<file path="src/rtl/refresh_pkg.sv">
// Shared refresh definitions: FSM state encoding, default timing constants and
// the backlog counter width helper, used by the refresh timer and executor.
package refresh_pkg;

  typedef enum logic [2:0] {
    StIdle,
    StReq,
    StPre,
    StRef,
    StDone
  } ref_state_e;

  localparam int unsigned DefMaxPending  = 8;
  localparam int unsigned DefUrgentLevel = 6;
  localparam int unsigned DefTRp         = 3;
  localparam int unsigned DefTRfc        = 16;

  function automatic int unsigned pending_width(input int unsigned max_pending);
    return $clog2(max_pending + 1);
  endfunction

endpackage

</file>
<file path="src/rtl/ref_pending_ctr.sv">
// Saturating up/down refresh backlog counter with a sticky overflow flag that
// records a request lost while the backlog was full.
module ref_pending_ctr
  import refresh_pkg::*;
#(
  parameter int unsigned MAX_PENDING = DefMaxPending,
  localparam int unsigned Width      = pending_width(MAX_PENDING)
) (
  input  logic             clk_i,
  input  logic             rst_i,
  input  logic             inc_i,
  input  logic             dec_i,
  output logic [Width-1:0] count_o,
  output logic             overflow_o
);

  logic [Width-1:0] count_q, count_d;
  logic             overflow_q, overflow_d;

  always_comb begin
    count_d    = count_q;
    overflow_d = overflow_q;
    // Simultaneous increment and decrement cancel out.
    if (inc_i && !dec_i) begin
      if (count_q == Width'(MAX_PENDING)) begin
        overflow_d = 1'b1;
      end else begin
        count_d = count_q + Width'(1);
      end
    end else if (dec_i && !inc_i && (count_q != '0)) begin
      count_d = count_q - Width'(1);
    end
  end

  always_ff @(posedge clk_i) begin
    if (rst_i) begin
      count_q    <= '0;
      overflow_q <= 1'b0;
    end else begin
      count_q    <= count_d;
      overflow_q <= overflow_d;
    end
  end

  assign count_o    = count_q;
  assign overflow_o = overflow_q;

endmodule

</file>
<file path="src/rtl/refresh_executor.sv">
// Refresh executor: arbitrates for the command bus per pending refresh and issues
// a precharge-all / auto-refresh pair with tRP and tRFC spacing.
module refresh_executor
  import refresh_pkg::*;
#(
  parameter int unsigned MAX_PENDING  = DefMaxPending,
  parameter int unsigned URGENT_LEVEL = DefUrgentLevel,
  parameter int unsigned T_RP         = DefTRp,
  parameter int unsigned T_RFC        = DefTRfc,
  localparam int unsigned PendW       = pending_width(MAX_PENDING)
) (
  input  logic             clk_i,
  input  logic             rst_i,
  input  logic             refresh_i,
  input  logic             ref_gnt_i,
  output logic             ref_req_o,
  output logic             ref_urgent_o,
  output logic             cmd_pre_all_o,
  output logic             cmd_ref_o,
  output logic             ref_active_o,
  output logic             ref_done_o,
  output logic [PendW-1:0] pending_o,
  output logic             overflow_o
);

  localparam int unsigned TimerMax = (T_RP > T_RFC) ? T_RP : T_RFC;
  localparam int unsigned TimerW   = (TimerMax > 1) ? $clog2(TimerMax) : 1;

  ref_state_e        state_q, state_d;
  logic [TimerW-1:0] timer_q, timer_d;
  logic [PendW-1:0]  pending;

  ref_pending_ctr #(
    .MAX_PENDING(MAX_PENDING)
  ) u_pending_ctr (
    .clk_i     (clk_i),
    .rst_i     (rst_i),
    .inc_i     (refresh_i),
    .dec_i     (cmd_ref_o),
    .count_o   (pending),
    .overflow_o(overflow_o)
  );

  always_ff @(posedge clk_i) begin
    if (rst_i) begin
      state_q <= StIdle;
      timer_q <= '0;
    end else begin
      state_q <= state_d;
      timer_q <= timer_d;
    end
  end

  // One down-counter times both phases; it is reloaded on each phase entry.
  always_comb begin
    state_d = state_q;
    timer_d = timer_q;
    unique case (state_q)
      StIdle: if (pending != '0) state_d = StReq;
      StReq: begin
        if (ref_gnt_i) begin
          state_d = StPre;
          timer_d = TimerW'(T_RP - 1);
        end
      end
      StPre: begin
        if (timer_q == '0) begin
          state_d = StRef;
          timer_d = TimerW'(T_RFC - 1);
        end else begin
          timer_d = timer_q - TimerW'(1);
        end
      end
      StRef: begin
        if (timer_q == '0) state_d = StDone;
        else               timer_d = timer_q - TimerW'(1);
      end
      StDone:  state_d = StIdle;
      default: state_d = StIdle;
    endcase
  end

  always_comb begin
    ref_req_o     = 1'b0;
    ref_active_o  = 1'b0;
    cmd_pre_all_o = 1'b0;
    cmd_ref_o     = 1'b0;
    ref_done_o    = 1'b0;
    unique case (state_q)
      StReq: ref_req_o = 1'b1;
      StPre: begin
        ref_req_o     = 1'b1;
        ref_active_o  = 1'b1;
        cmd_pre_all_o = (timer_q == TimerW'(T_RP - 1));
      end
      StRef: begin
        ref_req_o    = 1'b1;
        ref_active_o = 1'b1;
        cmd_ref_o    = (timer_q == TimerW'(T_RFC - 1));
      end
      StDone:  ref_done_o = 1'b1;
      default: ;
    endcase
  end

  assign ref_urgent_o = (pending >= PendW'(URGENT_LEVEL));
  assign pending_o    = pending;

endmodule

</file>
<file path="config.mk">
export PLATFORM = sky130hd
export DESIGN_NAME = refresh_executor
export DESIGN_NICKNAME = d
export VERILOG_FILES = /design/src/rtl/refresh_pkg.sv /design/src/rtl/ref_pending_ctr.sv /design/src/rtl/refresh_executor.sv
export SDC_FILE = /design/constraint.sdc
export NUM_CORES = 1
export LEC_CHECK = 0
export BUFFER_PORTS_ARGS = -buffer_cell sky130_fd_sc_hd__buf_2
export CAP_MARGIN = 10
export CORE_MARGIN = 1
export CORE_UTILIZATION = 41
export DETAILED_ROUTE_END_ITERATION = 7
export PLACE_DENSITY = 0.65
export SLEW_MARGIN = 0
export SYNTH_ARGS = -nofsm -noshare
export SYNTH_HDL_FRONTEND = slang
export SYNTH_SLANG_ARGS = --single-unit
</file>
<file path="constraint.sdc">
create_clock -name clk_i -period 4.9 [get_ports clk_i]
set_input_delay 0.735 -clock clk_i [delete_from_list [all_inputs] [get_ports clk_i]]
set_output_delay 0.735 -clock clk_i [all_outputs]
set_load 0.05 [all_outputs]
</file>
# Word level (Yosys, flattened, before mapping)
# Index checks and enable logic that the tools add are counted.
dict set report classes {
  magnitude_cmp 1
  n_mux 17
  n_reduce_logical 16
  add_sub_neg 3
  n_eq_ne 13
}
# operator count
set op_table {}
lappend op_table {{$mux W4} 6}
lappend op_table {{$mux W3} 4}
lappend op_table {{$ne A2 B2 Y1 const B} 6}
lappend op_table {{$pmux W3 S4} 1}
lappend op_table {{$pmux W4 S3} 1}
lappend op_table {{$eq A4 B4 Y1 const B} 2}
lappend op_table {{$sub A4 B1 Y4 const B} 2}
lappend op_table {{$eq A3 B2 Y1 const B} 2}
lappend op_table {{$mux W1} 5}
lappend op_table {{$add A4 B1 Y4 const B} 1}
lappend op_table {{$eq A4 B2 Y1 const B} 1}
lappend op_table {{$ge A4 B3 Y1 const B} 1}
lappend op_table {{$logic_not A4 Y1} 1}
lappend op_table {{$reduce_and A2 Y1} 2}
lappend op_table {{$reduce_and A4 Y1} 1}
lappend op_table {{$reduce_bool A4 Y1} 1}
lappend op_table {{$eq A3 B1 Y1 const B} 1}
lappend op_table {{$eq A3 B3 Y1 const B} 1}
lappend op_table {{$logic_and A1 B1 Y1} 3}
lappend op_table {{$logic_not A3 Y1} 1}
lappend op_table {{$reduce_and A3 Y1} 1}
lappend op_table {{$reduce_bool A3 Y1} 1}
lappend op_table {{$reduce_or A3 Y1} 1}
lappend op_table {{$logic_not A1 Y1} 2}
lappend op_table {{other kinds (2)} 2}
dict set report word_totals {
  elab_cells 54
  output_inout_bits 11
  register_bits 12
  in_bits 4
}

# Logic depth before layout (Yosys ltp)
# Gate-level depths: netlist (run 1).
dict set report depth {
  ltp_word 6
  mapped_depth 9
  mapped_depth_nobuf 9
}

# By module
# Synthesis (run 1) repeated with hierarchy kept, for this count alone.
dict set report hier_totals {
  cells_unflattened 93
  area_unflattened_um2 809.5
}
# mod cells_each seq_area_each_um2 area_each_um2 instances
set modules_own_cells {}
lappend modules_own_cells {refresh_executor 59 140.1 481.7 1}
lappend modules_own_cells {ref_pending_ctr 34 100.1 327.8 1}

# Least setup slack after synthesis (run 1)
# No wires, ideal clock.
dict set report synth_timing {
  kind {register to output}
  from {reg timer_q[1]}
  to {out cmd_ref_o}
  path_slack_ns 2.738
  path_stages_with_launch 4
  t_required_ns 4.165
  path_buffers 0
  t_arrival_ns 1.427
  path_cell_list {dfxtp_1 ha_1 nand4b_1 nor2_1}
}
dict set report synth_between {
  elab_chain_cells 2
}
# item line
set synth_rtl {}
lappend synth_rtl {{start, declared} refresh_executor.sv:30} ;# logic [TimerW-1:0] timer_q, timer_d;
lappend synth_rtl {{start signal, assigned} refresh_executor.sv:50} ;# timer_q <= timer_d;
lappend synth_rtl {{$eq A4 B4 Y1} refresh_executor.sv:99} ;# cmd_ref_o = (timer_q == TimerW'(T_RFC - 1));
lappend synth_rtl {{$mux W1} refresh_executor.sv:89} ;# unique case (state_q)
lappend synth_rtl {{end, declared} refresh_executor.sv:19} ;# output logic cmd_ref_o,
# No other way between the ends.

# Worst setup path in the final report (run 1)
dict set report layout_timing {
  from {reg timer_q[1]}
  to {reg u_pending_ctr.count_q[3] (netlist: u_pending_ctr.count_o[3])}
}
dict set report layout_between {
  elab_chain_cells 6
  word_cells_on_any_way 10
  cone_classes {eq/ne (2); mux (2); reduce/logical (6)}
}
# item line
set layout_rtl {}
lappend layout_rtl {{$eq A4 B4 Y1 *} refresh_executor.sv:99}
lappend layout_rtl {{$mux W1 *} refresh_executor.sv:89}
lappend layout_rtl {{$logic_not A1 Y1 / $logic_and A1 B1 Y1 (equally long branches)} {ref_pending_ctr.sv:24, ref_pending_ctr.sv:30}}
lappend layout_rtl {{$logic_and A1 B1 Y1 (on tied branches)} {ref_pending_ctr.sv:24, ref_pending_ctr.sv:30}}
lappend layout_rtl {{$ne A2 B2 Y1 (no line) / $reduce_bool A2 Y1 (equally long branches)} -}
lappend layout_rtl {{$reduce_and A2 Y1 (no line)} -}
lappend layout_rtl {{end signal, assigned} ref_pending_ctr.sv:40} ;# count_q <= count_d;
lappend layout_rtl {{end, declared} ref_pending_ctr.sv:17} ;# logic [Width-1:0] count_q, count_d;
# Every way passes the cells marked *; elsewhere a longest branch is shown, timed or not.
# A chain may end at the register's enable or synchronous reset.

==> metrics.txt, run 1 <==
I/O Pins=15; gr ovfl total=0; R2R depth=9; total CTS buffers=3; # nets final=between 100 and 150; Worst IR Drop VDD=200 µV; Placer Congestion=around 0.76; Crit. End Element=register; worst slack, placed=about 2.6 ns; register area=240 µm²; WP data arrival=~2.4 ns; initial antenna violation count=0; CP cell instances=ha_1 -> nand4b_1 -> o21a_1 -> inv_1 -> ha_1 -> a21o_1 -> a21oi_1 -> nor3b_1 -> o32ai_1; Setup TNS=0 ns; # port buffers=14; FFs w/ async S/R, synth=0; Hold Buf Count CTS=0; Yosys reg bits=12; clock root buffer=clkbuf_4; DR DRC count=0; hold path depth=2; Syn Nets=103; Core Util, Final=0.526; Leak Pwr=0.420 nW; dpl hpwl=about 1200 µm; final worst path period share=0.464; first-pass GRT wire length=around 2700 µm; Worst-Margin Slew=0.553 ns; Antenna Cells=0; Pwr Total=between 0.0004 and 0.0005 W; Pwr per Cell Area=roughly 430 nW/µm²; Starting Density=0.459; ANT nets after route=0; Worst Path Buf+Inv=1; Post-synth EDFFs=0; Worst EP required=between 5 and 6 ns; delay-heaviest family, CP=compound AO/OA/AOI/OAI gates; RSZ-0062 raised after global routing=false; most common cell after layout, fill and taps aside=buf_2; WL final=about 1600 µm; synthesis-to-finish area growth=14.7%; worst min path class=register to register; DR iter-0 viols=11; worst r2r dst=u_pending_ctr.count_o[3]; Yosys cell types=37; CTS tree=done; slowest CP cell=dfxtp_1; First-pass DRT Iterations=4; largest net degree at the start of global routing=17; commonest non-fill, non-tap cells in the layout=buf_2 (14), dfxtp_1 (12), nor2_1 (9), nand2_1 (8), ha_1 (6); Cells after DPL=~130; final clock skew=between 0.007 and 0.008 ns; GRT Util Overall=0.176; max-cap violations=0; H-tree Lvls=1; final setup fails=0; clock sinks=12; vias in the first global route=roughly 600; Slew Limit Headroom=0.631; Hold Vio Cnt, Final=0; die width=approximately 47 µm; fin crit period=approximately 2.3 ns; multi-input logic area=558 µm²; Fill cells=around 180; Slew Limit Fails=0; setup slack, reg-to-reg=between 2 and 3 ns; clock buffer depth=2; CP Max Fanout=5; fmax=440 MHz; status=finished, final reports clean; ranking of synthesized cells by area=dfxtp_1 (29%), ha_1 (9.0%), mux2i_1 (4.8%); worst r2r src=timer_q[1]; sequential fraction of the synthesis area=0.287; Cells after Synth=between 90 and 100; Clk Latency, worst-skew pair=approximately 0.28 ns; clock-pin slew on the worst setup and hold paths=roughly 0.07 ns; WL per Instance=about 12 µm; Synth area leader=dfxtp_1; hold worst-path end=u_pending_ctr.overflow_o; syn avg cell area=between 9 and 10 µm²; worst stage delay on the critical path=about 0.41 ns; vias per cell=5.22; Non-Filler Instances=around 130; Synth Cell Area=~840 µm²; top-area cell type share of the netlist area=0.287; crit start category=register; Setup Crit Path Kind=register to register; Post-synth top flop=dfxtp_1; post-CTS sizing=0; share of post-route cells with drive strength above 1=0.259; post-CTS setup buffers=0; total number of vias=just under 700; die area=2220 µm²; synth warn=0; Crit path top cell by count=ha_1; Die H=approximately 47 µm; min-delay src=u_pending_ctr.overflow_o; setup ws final=about 2.6 ns; Core Footprint=approximately 1800 µm²; num rows=15
-- power breakdown --
part            total, W  leakage (nW)  internal (W)  switching [W]
sequential      0.000149        0.0985      0.000116      0.0000328
combinational   0.000180         0.300     0.0000679       0.000112
clock          0.0000812        0.0210     0.0000452      0.0000360
total           0.000410         0.420      0.000229       0.000181
-- through the flow --
step	instance area [µm²]	hold slack [ns]
detailed placement	922	0.459
finish	958	0.485
CTS	958	0.487
global placement	922	0.458
global route	958	0.504
floorplan	836	0.483
-- area by class of cell --
class | instances | area share
multi-input combinational | 72 | 0.582
sequential | 12 | 0.251
timing repair buffer | 14 | 0.0731
clock buffer | 4 | 0.0379
tap | 25 | 0.0326
inverter | 6 | 0.0235
-- worst max path at each step --
stage / slack (ns) / start / endpoint / cells past startpoint
6_report: 2.63 / timer_q[1] / u_pending_ctr.count_o[3] / 9
5_1_grt: 2.43 / timer_q[1] / u_pending_ctr.count_o[3] / 9
4_1_cts: 2.62 / timer_q[1] / cmd_ref_o / 4
3_5_place_dp: 2.55 / refresh_i / u_pending_ctr.count_o[3] / 8
3_3_place_gp: 2.63 / refresh_i / u_pending_ctr.count_o[3] / 8
2_1_floorplan: 2.74 / timer_q[1] / cmd_ref_o / 3
-- layer usage --
layer / part of all wire / vias to the layer above / track usage
met2: 0.43 / 10 / 0.261
met3: 0.043 / 2 / 0.0654
met1: 0.52 / 322 / 0.232
met4: 0.0075 / 0 / 0.0686
met5: 0 / - / 0
li1: - / 360 / -
-- sequential cells by signal, summed over array words and instances (netlist names) --
register                  count
u_pending_ctr.count_o         4
state_q                       3
timer_q                       4
u_pending_ctr.overflow_o      1
-- synthesized netlist by cell type (all sizes together) (3+ instances only) --
cell / number
dfxtp: 12
nor2: 9
nand2: 8
ha: 6
inv: 6
nor3: 5
mux2i: 4
nand2b: 4
a21oi: 3
and4b: 3
nor2b: 3
nor4: 3
-- worst min-delay path, stage by stage, from the launching register on --
cell and delay, ns:
dfxtp_1 0.33, a31oi_1 0.04, nor2_1 0.07
-- logic make-up (layout without fill, tap and decap cells) --
family          after synthesis  count (layout)  synth area share
xor+xnor                      2               2            0.0210
fa+ha+maj                     7               7             0.114
compound gates               15              15             0.148
flops                        12              12             0.287
buf+inv                       8              24            0.0449
simple gates                 42              42             0.301
mux                           6               6            0.0838
No activity file was read; power rests on OpenSTA's default activity.
==> inputs of run 2 (changes only) <==
--- a/config.mk
+++ b/config.mk
@@ -10,7 +10,7 @@
 export CORE_MARGIN = 1
 export CORE_UTILIZATION = 41
 export DETAILED_ROUTE_END_ITERATION = 7
-export PLACE_DENSITY = 0.65
+export PLACE_DENSITY = 0.67
 export SLEW_MARGIN = 0
 export SYNTH_ARGS = -nofsm -noshare
 export SYNTH_HDL_FRONTEND = slang
==> constraint.sdc (replaced) <==
create_clock -name clk_i -period 1.9 [get_ports clk_i]
set_input_delay 0.285 -clock clk_i [delete_from_list [all_inputs] [get_ports clk_i]]
set_output_delay 0.285 -clock clk_i [all_outputs]
set_load 0.05 [all_outputs]
==> metrics.txt, run 2 (synthesis results as in run 1) <==
Die H=47.2 µm (unchanged); synthesis-to-finish area growth=34.3%; clock root buffer=clkbuf_4; clock-pin slew on the worst setup and hold paths=0.08 ns (about the same); largest net degree at the start of global routing=17 (unchanged); WL final=1900 µm (+19%); Leak Pwr=0.494 nW (+18%); DR DRC count=0 (unchanged); placed inst area=1040 µm² (+12%); H-tree Lvls=1 (unchanged); R2R depth=9 (unchanged); first-pass GRT wire length=3090 µm (+15%); First-pass DRT Iterations=3 (-1); # port buffers=14 (unchanged); WP data arrival=2.03 ns (-0.40 ns); commonest non-fill, non-tap cells in the layout=buf_4 (15), buf_2 (14), dfxtp_1 (10), nor2_1 (9), nand2_1 (8); max-cap violations=0 (unchanged); Slew Limit Headroom=0.743 (+0.112); fin area=1120 µm² (+17%); Antenna Cells=0 (unchanged); dpl hpwl=1450 µm (+23%); Worst IR Drop VDD=755 µV (+280%); vias in the first global route=718 (+17%); CTS tree=done; vias per cell=5.17 (-0.94%); crit path launch=timer_q[0]; Clk Latency, worst-skew pair=0.28 ns (about the same); setup ws final=0.0440 ns (-2.58 ns); crit start category=register; Core Footprint=1820 µm² (unchanged); fin crit period=1.86 ns (-0.417 ns); share of post-route cells with drive strength above 1=0.415 (+0.155); worst slack, placed=-0.0164 ns (-2.57 ns); Core Util, Final=0.616 (+0.0900); Pwr Total=0.00118 W (+190%); final clock skew=0.00679 ns (-0.000793 ns); die width=47.2 µm (unchanged); worst stage delay on the critical path=0.36 ns (-0.05 ns); RSZ-0062 raised after global routing=true; total CTS buffers=3 (unchanged); Hold Vio Cnt, Final=0 (unchanged); most common cell after layout, fill and taps aside=buf_4; Hold Buf Count CTS=0 (unchanged); GRT Util Overall=0.204 (+0.0280); CP cell instances=ha_4 -> nand4b_1 -> o21a_1 -> inv_2 -> ha_4 -> a21o_1 -> a21oi_2 -> mux2i_1 -> o32ai_1; CP Max Fanout=3 (-2); status=finished, final reports clean; Slew Limit Fails=0 (unchanged); I/O Pins=15 (unchanged); num rows=15 (unchanged); Starting Density=0.459 (unchanged); slowest CP cell=dfxtp_4; WL per Instance=12.8 µm (+7.0%); worst min path class=input pin to register; Pwr per Cell Area=1050 nW/µm² (+150%); DR iter-0 viols=5 (-6); initial antenna violation count=0 (unchanged); setup slack, reg-to-reg=0.04 ns (-2.58 ns); Worst EP required=2.07 ns (-2.99 ns); worst r2r dst=u_pending_ctr.count_o[3]; # nets final=135 (+13%); Setup TNS=0 ns (unchanged); clock buffer depth=2 (unchanged); ANT nets after route=0 (unchanged); worst r2r src=timer_q[0]; die area=2220 µm² (unchanged); Crit. End Element=register; final setup fails=0 (unchanged); Worst-Margin Slew=0.382 ns (-0.171 ns); fmax=539 MHz (+22%); final worst path period share=0.977 (+0.513); total number of vias=765 (+10%); Placer Congestion=0.798 (+5.0%); gr ovfl total=0 (unchanged); clock sinks=12 (unchanged); Crit path top cell by count=ha_4; Critical Path End=u_pending_ctr.count_o[3]; Fill cells=175 (-4.9%); Setup Crit Path Kind=register to register
==> run 2: changes by cell type in the layout (fill, tap and decap cells not counted), sizes merged <==
| cell | previous run | this run |
|---|---|---|
| buf | 14 | 29 |
==> run 2: worst min path at each step <==
stage	from	endpoint	slack, ns	depth (start not counted)
2_1_floorplan	rst_i	u_pending_ctr.count_o[1]	0.47	2
3_3_place_gp	u_pending_ctr.overflow_o	u_pending_ctr.overflow_o	0.45	2
3_5_place_dp	u_pending_ctr.overflow_o	u_pending_ctr.overflow_o	0.46	2
4_1_cts	rst_i	u_pending_ctr.overflow_o	0.36	2
5_1_grt	rst_i	u_pending_ctr.overflow_o	0.35	2
6_report	rst_i	u_pending_ctr.overflow_o	0.35	2
==> run 2: power by group <==
| part | switching (W) | leakage, nW | internal (W) |
|---|---|---|---|
| clock | 0.0000877 | 0.0210 | 0.000117 |
| combinational | 0.000367 | 0.374 | 0.000255 |
| sequential | 0.0000528 | 0.0995 | 0.000303 |
==> run 2: through the flow <==
step	std cells	hold slack (ns)
after floorplan	92	0.465
after global placement	141	0.448
after detailed placement	141	0.455
after CTS	148	0.358
after global routing	148	0.352
final	148	0.349
==> run 2: final cells by class <==
| type | count | area, µm² | area share |
|---|---|---|---|
| tap | 25 | 31.3 | 0.0279 |
| multi-input combinational | 72 | 604 | 0.538 |
| inverter | 6 | 22.5 | 0.0201 |
| timing repair buffer | 29 | 183 | 0.163 |
| clock buffer | 4 | 36.3 | 0.0323 |
| sequential | 12 | 245 | 0.219 |
==> run 2: routing by layer <==
| metal | track usage | vias to the layer above | wire (µm) |
|---|---|---|---|
| li1 | - | 392 | - |
| met1 | 0.242 | 362 | 857 |
| met2 | 0.361 | 9 | 980 |
| met3 | 0.0692 | 2 | 53 |
| met4 | 0.0343 | 0 | 6 |
| met5 | 0 | - | 0 |
==> run 2: worst max-delay path, delay by kind of cell (launching register included) <==
| kind | cells | cell delay (ns) |
|---|---|---|
| AO/OA/AOI/OAI | 4 | 0.66 |
| adder cells (fa/ha/maj) | 2 | 0.33 |
| buffers and inverters | 1 | 0.10 |
| flip-flops | 1 | 0.36 |
| multiplexers | 1 | 0.22 |
| AND/OR/NAND/NOR | 1 | 0.11 |
==> run 2: timing repair <==
item                                    CTS  global route
resized for setup                         1             2
pin swaps                                 4             4
endpoints found under the setup margin    1             2
setup buffers                             3             0
